## config.mk

```make
export PLATFORM = sky130hd
export DESIGN_NAME = mem_port_arbiter_flat
export DESIGN_NICKNAME = d
export VERILOG_FILES = /design/src/rtl/mem_port_arbiter_pkg.sv /design/src/rtl/mem_port_arbiter_if.sv /design/src/rtl/mem_port_arbiter_store_lane_formatter.sv /design/src/rtl/mem_port_arbiter.sv /design/src/flat_wrapper.sv
export SDC_FILE = /design/constraint.sdc
export NUM_CORES = 1
export LEC_CHECK = 0
export BUFFER_PORTS_ARGS = -buffer_cell sky130_fd_sc_hd__buf_2
export CORE_MARGIN = 2
export CORE_UTILIZATION = 51
export DETAILED_ROUTE_END_ITERATION = 16
export PLACE_DENSITY = 0.92
export SYNTH_ARGS = -nofsm -noshare
export SYNTH_HDL_FRONTEND = slang
export SYNTH_HIERARCHICAL = 1
export SYNTH_SLANG_ARGS = --single-unit
```

## constraint.sdc

```tcl
create_clock -name clk -period 2.9 [get_ports clk]
set_input_delay 0.58 -clock clk [delete_from_list [all_inputs] [get_ports clk]]
set_output_delay 0.58 -clock clk [all_outputs]
set_load 0.03 [all_outputs]
```

## src/rtl/mem_port_arbiter_pkg.sv

```systemverilog
// Shared types, size encodings and the data-access legality rule for the memory port arbiter.
package mem_port_arbiter_pkg;

    localparam logic [1:0] SZ_WORD = 2'd0;
    localparam logic [1:0] SZ_HALF = 2'd1;
    localparam logic [1:0] SZ_BYTE = 2'd2;

    typedef enum logic [1:0] {
        ST_IDLE  = 2'd0,
        ST_FETCH = 2'd1,
        ST_DATA  = 2'd2,
        ST_RESP  = 2'd3
    } state_t;

    typedef enum logic {
        GNT_FETCH = 1'b0,
        GNT_DATA  = 1'b1
    } grant_t;

    // Misaligned or unsupported data access: size 3, odd half, unaligned word.
    function automatic logic is_illegal(input logic [1:0] size, input logic [1:0] offset);
        logic bad;
        case (size)
            SZ_WORD: bad = (offset != 2'd0);
            SZ_HALF: bad = offset[0];
            SZ_BYTE: bad = 1'b0;
            default: bad = 1'b1;
        endcase
        return bad;
    endfunction

endpackage

```

## src/rtl/mem_port_arbiter_if.sv

```systemverilog
// CPU-side fetch/data ports and memory-side port of the arbiter, bundled as one interface.
interface mem_port_arbiter_if #(
    parameter int unsigned ADDR_W = 32
);
    logic              ifReq;
    logic [ADDR_W-1:0] ifAddr;
    logic [31:0]       ifRdata;
    logic              ifDone;
    logic              ifErr;

    logic              dReq;
    logic              dWe;
    logic [ADDR_W-1:0] dAddr;
    logic [31:0]       dWdata;
    logic [1:0]        dSize;
    logic [31:0]       dRdata;
    logic [1:0]        dOffset;
    logic [1:0]        dSizeQ;
    logic              dDone;
    logic              dErr;

    logic              memReq;
    logic              memWe;
    logic [ADDR_W-1:0] memAddr;
    logic [31:0]       memWdata;
    logic [3:0]        memBe;
    logic [31:0]       memRdata;
    logic              memAck;

    logic              stall;

    modport slave (
        input  ifReq, ifAddr, dReq, dWe, dAddr, dWdata, dSize, memRdata, memAck,
        output ifRdata, ifDone, ifErr, dRdata, dOffset, dSizeQ, dDone, dErr,
        output memReq, memWe, memAddr, memWdata, memBe, stall
    );

    modport master (
        output ifReq, ifAddr, dReq, dWe, dAddr, dWdata, dSize, memRdata, memAck,
        input  ifRdata, ifDone, ifErr, dRdata, dOffset, dSizeQ, dDone, dErr,
        input  memReq, memWe, memAddr, memWdata, memBe, stall
    );

endinterface

```

## src/rtl/mem_port_arbiter_store_lane_formatter.sv

```systemverilog
// Big-endian byte-lane placement and byte enables for a store of the given size/offset.
module store_lane_formatter
    import mem_port_arbiter_pkg::*;
(
    input  logic [1:0]  i_size,
    input  logic [1:0]  i_offset,
    input  logic [31:0] i_wdata,
    output logic [3:0]  o_be_c,
    output logic [31:0] o_lane_data_c
);

    // Replicate the right-justified datum across lanes; enables select the addressed lanes.
    always_comb begin
        o_be_c        = 4'b0000;
        o_lane_data_c = i_wdata;
        case (i_size)
            SZ_WORD: o_be_c = 4'b1111;
            SZ_HALF: begin
                o_be_c        = i_offset[1] ? 4'b0011 : 4'b1100;
                o_lane_data_c = {2{i_wdata[15:0]}};
            end
            SZ_BYTE: begin
                o_be_c        = 4'b1000 >> i_offset;
                o_lane_data_c = {4{i_wdata[7:0]}};
            end
            default: o_be_c = 4'b0000;
        endcase
    end

endmodule

```

## src/rtl/mem_port_arbiter.sv

```systemverilog
// Arbitrates fetch and load/store ports onto one single-ported memory with ack timeout.
module mem_port_arbiter
    import mem_port_arbiter_pkg::*;
#(
    parameter int unsigned ADDR_W   = 32,
    parameter int unsigned MAX_WAIT = 15
) (
    input  logic               clk,
    input  logic               rst_n,
    mem_port_arbiter_if.slave  bus
);

    localparam int unsigned CNT_W = 8;

    state_t             r_state;
    state_t             w_state_nxt;
    grant_t             r_last_grant;
    logic [CNT_W-1:0]   r_wait;

    logic               r_mem_req;
    logic               r_mem_we;
    logic [ADDR_W-1:0]  r_mem_addr;
    logic [31:0]        r_mem_wdata;
    logic [3:0]         r_mem_be;
    logic [31:0]        r_if_rdata;
    logic [31:0]        r_d_rdata;
    logic [1:0]         r_d_offset;
    logic [1:0]         r_d_size_q;
    logic               r_if_done;
    logic               r_if_err;
    logic               r_d_done;
    logic               r_d_err;

    logic               w_if_req;
    logic               w_d_req;
    logic               w_d_illegal;
    logic               w_conflict;
    logic               w_gnt_fetch;
    logic               w_gnt_data;
    logic               w_ack_take;
    logic               w_timeout;
    logic [3:0]         w_lane_be;
    logic [31:0]        w_lane_data;
    logic               w_unused_if_lsb;

    store_lane_formatter u_lane_fmt (
        .i_size        (bus.dSize),
        .i_offset      (bus.dAddr[1:0]),
        .i_wdata       (bus.dWdata),
        .o_be_c        (w_lane_be),
        .o_lane_data_c (w_lane_data)
    );

    // A request whose error is pulsing this cycle is already answered; do not re-grant it.
    assign w_if_req        = bus.ifReq & ~r_if_err;
    assign w_d_req         = bus.dReq & ~r_d_err;
    assign w_d_illegal     = is_illegal(bus.dSize, bus.dAddr[1:0]);
    assign w_unused_if_lsb = ^bus.ifAddr[1:0];

    // State register.
    always_ff @(posedge clk) begin
        if (!rst_n) r_state <= ST_IDLE;
        else        r_state <= w_state_nxt;
    end

    // Next state, grant decision and ack/timeout detection.
    always_comb begin
        w_state_nxt = r_state;
        w_conflict  = 1'b0;
        w_gnt_fetch = 1'b0;
        w_gnt_data  = 1'b0;
        w_ack_take  = 1'b0;
        w_timeout   = 1'b0;
        case (r_state)
            ST_IDLE: begin
                w_conflict = w_if_req & w_d_req;
                if (w_conflict) begin
                    if (r_last_grant == GNT_FETCH) w_gnt_data  = 1'b1;
                    else                           w_gnt_fetch = 1'b1;
                end else if (w_d_req) begin
                    w_gnt_data = 1'b1;
                end else if (w_if_req) begin
                    w_gnt_fetch = 1'b1;
                end
                if (w_gnt_fetch)                    w_state_nxt = ST_FETCH;
                else if (w_gnt_data && !w_d_illegal) w_state_nxt = ST_DATA;
            end
            ST_FETCH, ST_DATA: begin
                if (bus.memAck) begin
                    w_ack_take  = 1'b1;
                    w_state_nxt = ST_RESP;
                end else if (r_wait == CNT_W'(MAX_WAIT - 1)) begin
                    w_timeout   = 1'b1;
                    w_state_nxt = ST_IDLE;
                end
            end
            ST_RESP:  w_state_nxt = ST_IDLE;
            default:  w_state_nxt = ST_IDLE;
        endcase
    end

    // Memory command, wait counter, response data and completion pulses.
    always_ff @(posedge clk) begin
        if (!rst_n) begin
            r_last_grant <= GNT_FETCH;
            r_wait       <= '0;
            r_mem_req    <= 1'b0;
            r_mem_we     <= 1'b0;
            r_mem_addr   <= '0;
            r_mem_wdata  <= '0;
            r_mem_be     <= '0;
            r_if_rdata   <= '0;
            r_d_rdata    <= '0;
            r_d_offset   <= '0;
            r_d_size_q   <= '0;
            r_if_done    <= 1'b0;
            r_if_err     <= 1'b0;
            r_d_done     <= 1'b0;
            r_d_err      <= 1'b0;
        end else begin
            r_if_done <= 1'b0;
            r_if_err  <= 1'b0;
            r_d_done  <= 1'b0;
            r_d_err   <= 1'b0;
            if (w_conflict) r_last_grant <= w_gnt_data ? GNT_DATA : GNT_FETCH;
            if (r_mem_req && !bus.memAck) r_wait <= r_wait + CNT_W'(1);
            if (w_gnt_fetch) begin
                r_mem_req   <= 1'b1;
                r_mem_we    <= 1'b0;
                r_mem_addr  <= {bus.ifAddr[ADDR_W-1:2], 2'b00};
                r_mem_wdata <= '0;
                r_mem_be    <= 4'b1111;
                r_wait      <= '0;
            end
            if (w_gnt_data) begin
                r_d_offset <= bus.dAddr[1:0];
                r_d_size_q <= bus.dSize;
                if (w_d_illegal) begin
                    r_d_err <= 1'b1;
                end else begin
                    r_mem_req   <= 1'b1;
                    r_mem_we    <= bus.dWe;
                    r_mem_addr  <= {bus.dAddr[ADDR_W-1:2], 2'b00};
                    r_mem_wdata <= w_lane_data;
                    r_mem_be    <= w_lane_be;
                    r_wait      <= '0;
                end
            end
            if (w_ack_take) begin
                r_mem_req <= 1'b0;
                if (r_state == ST_FETCH) begin
                    r_if_rdata <= bus.memRdata;
                    r_if_done  <= 1'b1;
                end else begin
                    r_d_rdata <= bus.memRdata;
                    r_d_done  <= 1'b1;
                end
            end
            if (w_timeout) begin
                r_mem_req <= 1'b0;
                if (r_state == ST_FETCH) r_if_err <= 1'b1;
                else                     r_d_err  <= 1'b1;
            end
        end
    end

    assign bus.memReq   = r_mem_req;
    assign bus.memWe    = r_mem_we;
    assign bus.memAddr  = r_mem_addr;
    assign bus.memWdata = r_mem_wdata;
    assign bus.memBe    = r_mem_be;
    assign bus.ifRdata  = r_if_rdata;
    assign bus.ifDone   = r_if_done;
    assign bus.ifErr    = r_if_err;
    assign bus.dRdata   = r_d_rdata;
    assign bus.dOffset  = r_d_offset;
    assign bus.dSizeQ   = r_d_size_q;
    assign bus.dDone    = r_d_done;
    assign bus.dErr     = r_d_err;
    assign bus.stall    = (bus.ifReq & ~(r_if_done | r_if_err)) |
                          (bus.dReq  & ~(r_d_done  | r_d_err));

endmodule

```

## src/flat_wrapper.sv

```systemverilog
// flat-port wrapper written by rule: the top's interface ports become plain ports
module mem_port_arbiter_flat import mem_port_arbiter_pkg::*;
#(
    parameter int unsigned ADDR_W   = 32,
    parameter int unsigned MAX_WAIT = 15
)
  (clk, rst_n, bus_ifReq, bus_ifAddr, bus_dReq, bus_dWe, bus_dAddr, bus_dWdata, bus_dSize, bus_memRdata, bus_memAck, bus_ifRdata, bus_ifDone, bus_ifErr, bus_dRdata, bus_dOffset, bus_dSizeQ, bus_dDone, bus_dErr, bus_memReq, bus_memWe, bus_memAddr, bus_memWdata, bus_memBe, bus_stall);
  mem_port_arbiter_if #(.ADDR_W(ADDR_W)) bus_i ();
  input  logic clk;
  input  logic rst_n;
  input wire logic [$bits(bus_i.ifReq)-1:0] bus_ifReq;
  input wire logic [$bits(bus_i.ifAddr)-1:0] bus_ifAddr;
  input wire logic [$bits(bus_i.dReq)-1:0] bus_dReq;
  input wire logic [$bits(bus_i.dWe)-1:0] bus_dWe;
  input wire logic [$bits(bus_i.dAddr)-1:0] bus_dAddr;
  input wire logic [$bits(bus_i.dWdata)-1:0] bus_dWdata;
  input wire logic [$bits(bus_i.dSize)-1:0] bus_dSize;
  input wire logic [$bits(bus_i.memRdata)-1:0] bus_memRdata;
  input wire logic [$bits(bus_i.memAck)-1:0] bus_memAck;
  output wire logic [$bits(bus_i.ifRdata)-1:0] bus_ifRdata;
  output wire logic [$bits(bus_i.ifDone)-1:0] bus_ifDone;
  output wire logic [$bits(bus_i.ifErr)-1:0] bus_ifErr;
  output wire logic [$bits(bus_i.dRdata)-1:0] bus_dRdata;
  output wire logic [$bits(bus_i.dOffset)-1:0] bus_dOffset;
  output wire logic [$bits(bus_i.dSizeQ)-1:0] bus_dSizeQ;
  output wire logic [$bits(bus_i.dDone)-1:0] bus_dDone;
  output wire logic [$bits(bus_i.dErr)-1:0] bus_dErr;
  output wire logic [$bits(bus_i.memReq)-1:0] bus_memReq;
  output wire logic [$bits(bus_i.memWe)-1:0] bus_memWe;
  output wire logic [$bits(bus_i.memAddr)-1:0] bus_memAddr;
  output wire logic [$bits(bus_i.memWdata)-1:0] bus_memWdata;
  output wire logic [$bits(bus_i.memBe)-1:0] bus_memBe;
  output wire logic [$bits(bus_i.stall)-1:0] bus_stall;
  assign bus_i.ifReq = bus_ifReq;
  assign bus_i.ifAddr = bus_ifAddr;
  assign bus_i.dReq = bus_dReq;
  assign bus_i.dWe = bus_dWe;
  assign bus_i.dAddr = bus_dAddr;
  assign bus_i.dWdata = bus_dWdata;
  assign bus_i.dSize = bus_dSize;
  assign bus_i.memRdata = bus_memRdata;
  assign bus_i.memAck = bus_memAck;
  assign bus_ifRdata = bus_i.ifRdata;
  assign bus_ifDone = bus_i.ifDone;
  assign bus_ifErr = bus_i.ifErr;
  assign bus_dRdata = bus_i.dRdata;
  assign bus_dOffset = bus_i.dOffset;
  assign bus_dSizeQ = bus_i.dSizeQ;
  assign bus_dDone = bus_i.dDone;
  assign bus_dErr = bus_i.dErr;
  assign bus_memReq = bus_i.memReq;
  assign bus_memWe = bus_i.memWe;
  assign bus_memAddr = bus_i.memAddr;
  assign bus_memWdata = bus_i.memWdata;
  assign bus_memBe = bus_i.memBe;
  assign bus_stall = bus_i.stall;
  mem_port_arbiter #(.ADDR_W(ADDR_W), .MAX_WAIT(MAX_WAIT)) u_core (.clk(clk), .rst_n(rst_n), .bus(bus_i));
endmodule
```

==> impl_metrics.py, run 1 <==
metrics = {
    "clock_network": {
        "clk_path_buf_depth": 2,
        "cts_resized": 0,
        "h-tree-depth": 4,
        "cts_tree": "built",
        "postCtsSetupRepairBufs": 0,
        "cts.clk_slew.worst_paths_ns": 0.06,
        "cts.sinks": 153,
        "numCtsBuffers": 17,
        "holdBufCountCts": 0,
        "root_buffer": "clkbuf_16",
        "worst_skew_pair.late_latency_ns": 0.42,
    },
    "flow_run": {
        "drv_cap": 0,
    },
    "critical_path": {
        "arrival_ns": 2.43,
        "rrSetupSlack_ns": 0.77,
        "cp-start-kind": "flip-flop",
        "rr_worst_depth": 7,
        "crit_required_ns": 3.20,
        "critPathMaxFanout": 35,
        "critPathKind": "flip-flop to flip-flop",
        "critPathLaunch": "u_core/r_state[1]$_SDFFE_PN0P_",
        "slowest_delay_ns": 0.62,
        "worstReg2RegStart": "u_core/r_state[1]$_SDFFE_PN0P_",
        "cp_slowest_cell": "nor3_2",
        "cp-end-kind": "flip-flop",
        "path_cells": "inv_1 > ha_1 > nand3b_1 > nor3_2 > nor3_4 > buf_4 > a22o_1",
    },
    "placed_design": {
        "io_buffers": 276,
        "place_inst": 1084,
        "place_area_um2": 7592,
        "routabilityCongestion": 0.8437,
        "dp_hpwl_mm": 11.79,
    },
    "grt": {
        "globalRouteTotalUtil": 0.2501,
        "antenna_found_initial": 0,
        "grt_start_max_net_pins": 76,
        "grt_remaining_overflow": 0,
        "grt_pass1_wl_mm": 26.32,
        "grt_pass1_vias": 5522,
    },
    "sta": {
        "max_freq_mhz": 470.2,
        "setup_viol": 0,
        "maxSlewHeadroom": 0.5342,
        "fin_hold_ws_ns": 0.4079,
        "setup_tns_ns": 0,
        "tightest_slew_ns": 0.6950,
        "rsz0062_at_grt": "false",
        "min_period_over_period": 0.7333,
        "finalHoldViolCount": 0,
        "post-route-min-period_ns": 2.127,
        "finalClockSkew_ns": 0.009058,
        "drv_slew": 0,
    },
    "floorplanning": {
        "initial_utilization": 0.5208,
        "io_pins": 279,
        "die_w_um": 114.8,
        "core-area_um2": 12010,
        "rows": 40,
        "die-area_um2": 13170,
        "dieHeight_um": 114.8,
    },
    "detailed_routing": {
        "wl_per_cell_um": 15.11,
        "initialDrtViolationCount": 426,
        "viasPerCell": 5.321,
        "wirelength_mm": 16.86,
        "drtAntennaViolNets": 0,
        "dr.pass1.iters": 5,
        "vias": 5938,
        "top_layer": "met4",
        "met3_length_mm": 1.143,
        "post-route-drc-count": 0,
        "wl_met2_mm": 8.245,
        "met1Wirelength_mm": 6.874,
    },
    "outcome": {
        "status": "finished, final reports clean",
    },
    "yosys": {
        "synth.net_count": 860,
        "syn_area_um2": 6256,
        "synth_cell_types": 41,
        "postSynthCellCount": 713,
        "synth_area_per_cell_um2": 8.774,
        "synth_area_leaders": "dfxtp_1 (49%), nand2_1 (8.6%), a21oi_1 (6.2%), mux2i_1 (5.9%), a22o_1 (5.7%)",
        "ys_seq_elements": 153,
        "ys_warn_count": 6,
        "netlist.area_leader.share": 0.4896,
        "yosysSeqAreaShare": 0.4896,
        "synth_area_leader_cell": "dfxtp_1",
    },
    "final_layout": {
        "drive_gt1_frac": 0.3375,
        "fin_cells": 1116,
        "syn_to_final_growth_pct": 31.14,
        "nets": 1103,
        "diodes": 0,
        "design_area_um2": 8204,
    },
    "pwr": {
        "powerDensity_nw_per_um2": 829.7,
        "leakage_nw": 3.837,
        "ir_worst_vdd_mv": 0.4088,
    },
    "worst_hold_path": {
        "hp-start": "bus_memRdata[10]",
        "whs_path_depth": 3,
        "worstHoldPathType": "input pin to flip-flop",
    },
}
==> sequential cells by signal (all words and copies together), names as in the netlist <==
name,flops
u_core/r_wait,8
u_core/bus.ifRdata,32
u_core/bus.memReq,1
u_core/r_last_grant,1
u_core/bus.memAddr,32
u_core/bus.dErr,1
u_core/bus.dDone,1
u_core/bus.dSizeQ,2
u_core/bus.ifErr,1
u_core/bus.ifDone,1
u_core/r_state,2
u_core/bus.memBe,4
u_core/bus.memWe,1
u_core/bus.memWdata,32
u_core/bus.dRdata,32
u_core/bus.dOffset,2
==> power breakdown <==
group          total [mW]  switching [mW]  internal [mW]
registers            2.52           0.142           2.38
logic                2.01            1.35          0.663
clock network        2.27           0.883           1.39
==> through the flow <==
step,worst slack [ns],utilization,total power [mW]
final,0.7733,0.6830,6.807
after global routing,0.6501,0.6830,7.123
after CTS,0.8148,0.6830,6.831
after detailed placement,0.5865,0.6321,4.559
after global placement,0.5965,0.6321,4.520
after floorplan,0.9742,-,4.020
==> per-layer routing <==
metal  vias up  global-route usage
li1       2924                   -
met1      2708              0.3024
met2       259              0.4217
met3        47             0.05957
met4         0              0.1189
met5         -                   0
==> cells in the mapped netlist, drive strengths merged <==
library cell  number
nor3              11
a22oi              8
and3b              1
nand3b             2
nand2b             6
xor2               4
o311ai             1
or3b               1
nand2            144
o31a               2
mux2i             37
a211oi            32
nand4b             1
or3                3
xnor2              3
or2                2
nor2b              4
a21oi             77
and3               5
o21ai              2
o22ai              9
inv               16
clkbuf            27
ha                11
nand4              3
buf               33
dfxtp            153
nor4               1
and2               3
o21bai             1
a22o              41
nand3              2
nor2              67
==> cell families after synthesis <==
| family | synth area share |
|---|---|
| buffers and inverters | 0.06120 |
| AOI/OAI and AO/OA | 0.1830 |
| muxes | 0.05920 |
| adders and majority gates | 0.02200 |
| xor gates and xnor gates | 0.009800 |
| and+or+nand+nor | 0.1752 |
| DFF | 0.4896 |
==> cell type report <==
type / count / area, µm²
fillers: 938 / 3807
clock buffers: 19 / 442.9
clock inverters: 13 / 168.9
multi-input cells: 484 / 2818
repair buffers: 284 / 1466
well taps: 147 / 183.9
inverters: 16 / 61.31
flip-flops and latches: 153 / 3063
==> critical path, delay by kind of cell (launching register included) <==
family / cells / cell delay (ns)
buf+inv: 2 / 0.37
compound gates: 1 / 0.29
fa+ha+maj: 1 / 0.20
flops: 1 / 0.31
simple gates: 3 / 0.84
==> path summary, 6_finish.rpt <==
| kind | to |
|---|---|
| max reg2reg | u_core/bus.memWe$_SDFF_PN0_ |
| min reg2reg | u_core/bus.dRdata[26]$_SDFFE_PN0P_ |
| max | u_core/bus.memWe$_SDFF_PN0_ |
| min | u_core/bus.ifRdata[10]$_SDFFE_PN0P_ |
==> cell usage in the layout, fill, tap and decap left out, types with 5 or more instances in the layout <==
cell type,Yosys,layout
inv_1,16,15
a22o_1,41,41
dfxtp_1,153,153
nand2b_1,6,5
nor2_1,65,63
o22ai_1,9,9
mux2i_1,37,37
buf_4,8,6
nand2_1,144,144
buf_2,12,276
nor3_1,9,9
a211oi_1,32,32
a21oi_1,77,77
clkbuf_16,0,17
a22oi_1,8,8
ha_1,11,11
(Power assumes the default switching activity.)
==> run 2, diff against run 1 <==
Settings changed: CORE_UTILIZATION 51 to 47, PLACE_DENSITY 0.92 to 0.86.
Clock period 2.9 ns to 2 ns, I/O delays scaled along.
==> impl_metrics.py, run 2 (synthesized netlist as in run 1, its figures left out) <==
metrics = {
    "outcome": {
        "status": "finished, final reports clean",
    },
    "critical_path": {
        "slowest_delay_ns": 0.31,
        "path_cells": "inv_1 > ha_1 > nand3b_1 > nor2_2 > nand2b_2 > nor2_2 > buf_12 > a22o_1",
        "arrival_ns": 2.25,
        "cpMostUsedCell": "nor2_2",
        "cp-start-kind": "flip-flop",
        "crit_required_ns": 2.36,
        "cp-end-kind": "flip-flop",
        "critPathMaxFanout": 33,
        "cp_slowest_cell": "dfxtp_1",
        "critPathKind": "flip-flop to flip-flop",
    },
    "final_layout": {
        "syn_to_final_growth_pct": 35.12,
        "layout_commonest_cell": "buf_2",
        "nets": 1116,
        "diodes": 0,
        "design_area_um2": 8453,
        "drive_gt1_frac": 0.3452,
        "fin_util": 0.6434,
        "final_cell_mix": "buf_2 (276), dfxtp_1 (153), nand2_1 (144), a21oi_1 (77), nor2_1 (63)",
        "fin_cells": 1158,
    },
    "pwr": {
        "leakage_nw": 3.937,
        "powerDensity_nw_per_um2": 1208,
        "ir_worst_vdd_mv": 0.6796,
        "p_total_mw": 10.21,
    },
    "floorplanning": {
        "rows": 42,
        "initial_utilization": 0.4762,
        "die-area_um2": 14250,
        "io_pins": 279,
        "die_w_um": 119.4,
        "core-area_um2": 13140,
        "dieHeight_um": 119.4,
    },
    "detailed_routing": {
        "drtAntennaViolNets": 0,
        "initialDrtViolationCount": 402,
        "vias": 6124,
        "post-route-drc-count": 0,
        "dr.pass1.iters": 5,
        "wirelength_mm": 18.11,
        "wl_per_cell_um": 15.64,
        "viasPerCell": 5.288,
    },
    "placed_design": {
        "place_area_um2": 7826,
        "routabilityCongestion": 0.8495,
        "place_inst": 1126,
        "io_buffers": 276,
        "dp_hpwl_mm": 12.40,
    },
    "clock_network": {
        "h-tree-depth": 4,
        "postCtsSetupRepairBufs": 0,
        "cts_tree": "built",
        "clk_path_buf_depth": 2,
        "root_buffer": "clkbuf_16",
        "cts_resized": 0,
        "cts.clk_slew.worst_paths_ns": 0.06,
        "holdBufCountCts": 0,
        "numCtsBuffers": 17,
        "worst_skew_pair.late_latency_ns": 0.42,
        "cts.sinks": 153,
    },
    "grt": {
        "grt_pass1_vias": 5922,
        "globalRouteTotalUtil": 0.2479,
        "grt_start_max_net_pins": 80,
        "grt_remaining_overflow": 0,
        "antenna_found_initial": 0,
        "grt_pass1_wl_mm": 28.32,
    },
    "sta": {
        "drv_slew": 0,
        "finalClockSkew_ns": 0.01721,
        "finalHoldViolCount": 0,
        "tightest_slew_ns": 0.4038,
        "rsz0062_at_grt": "false",
        "setup_tns_ns": 0,
        "min_period_over_period": 0.9431,
        "post-route-min-period_ns": 1.886,
        "max_freq_mhz": 530.1,
        "maxSlewHeadroom": 0.7308,
        "setup_viol": 0,
    },
    "flow_run": {
        "drv_cap": 0,
    },
    "worst_hold_path": {
        "worstHoldPathType": "input pin to flip-flop",
    },
}
[run 2: cell count changes in the layout (fill, tap and decap cells not counted), sizes merged]
cell    delta
bufinv     +1
buf       +13
inv        -1
[run 2: layout make-up]
cell class / count / area [µm²]
Inverter: 16 / 61.31
Clock buffer: 19 / 432.9
Sequential cell: 153 / 3063
Tap cell: 176 / 220.2
Timing Repair Buffer: 297 / 1664
Clock inverter: 13 / 193.9
Multi-Input combinational cell: 484 / 2818
Fill cell: 1093 / 4684
[run 2: critical path: cells and delay by family (launching register included)]
kind / cells / cell delay [ns]
fa+ha+maj: 1 / 0.22
buf+inv: 2 / 0.34
compound gates: 1 / 0.18
simple gates: 4 / 0.78
flops: 1 / 0.31
[run 2: worst paths after layout]
kind                                        from                             endpoint  slack, ns  cells after the start
min reg2reg  u_core/bus.ifRdata[12]$_SDFFE_PN0P_  u_core/bus.ifRdata[12]$_SDFFE_PN0P_       0.45                      2
max reg2reg       u_core/r_state[1]$_SDFFE_PN0P_   u_core/bus.memWdata[18]$_SDFF_PN0_       0.11                      8
max               u_core/r_state[1]$_SDFFE_PN0P_   u_core/bus.memWdata[18]$_SDFF_PN0_       0.11                      8
min                                      bus_dWe          u_core/bus.memWe$_SDFF_PN0_       0.19                      2
[run 2: layer usage]
metal	vias to the layer above	routed length, µm	share of wire	GRT usage
met3	52	1305	0.072	0.06513
met1	2858	7173	0.40	0.2797
met5	-	0	0	0
li1	2947	-	-	-
met4	0	637	0.035	0.1206
met2	267	8996	0.50	0.4335
[run 2: stage by stage]
stage	setup slack [ns]	hold slack [ns]
3_3_place_gp	0.1856	0.4377
3_5_place_dp	0.1285	0.4381
6_report	0.1137	0.1885
2_1_floorplan	0.1385	0.4347
5_1_grt	0.0004843	0.1774
4_1_cts	0.1124	0.1783
[run 2: power by group]
part | total [mW] | switching (mW) | internal [mW]
Sequential | 3.66 | 0.207 | 3.45
Clock | 3.40 | 1.30 | 2.10
Combinational | 3.15 | 2.03 | 1.12
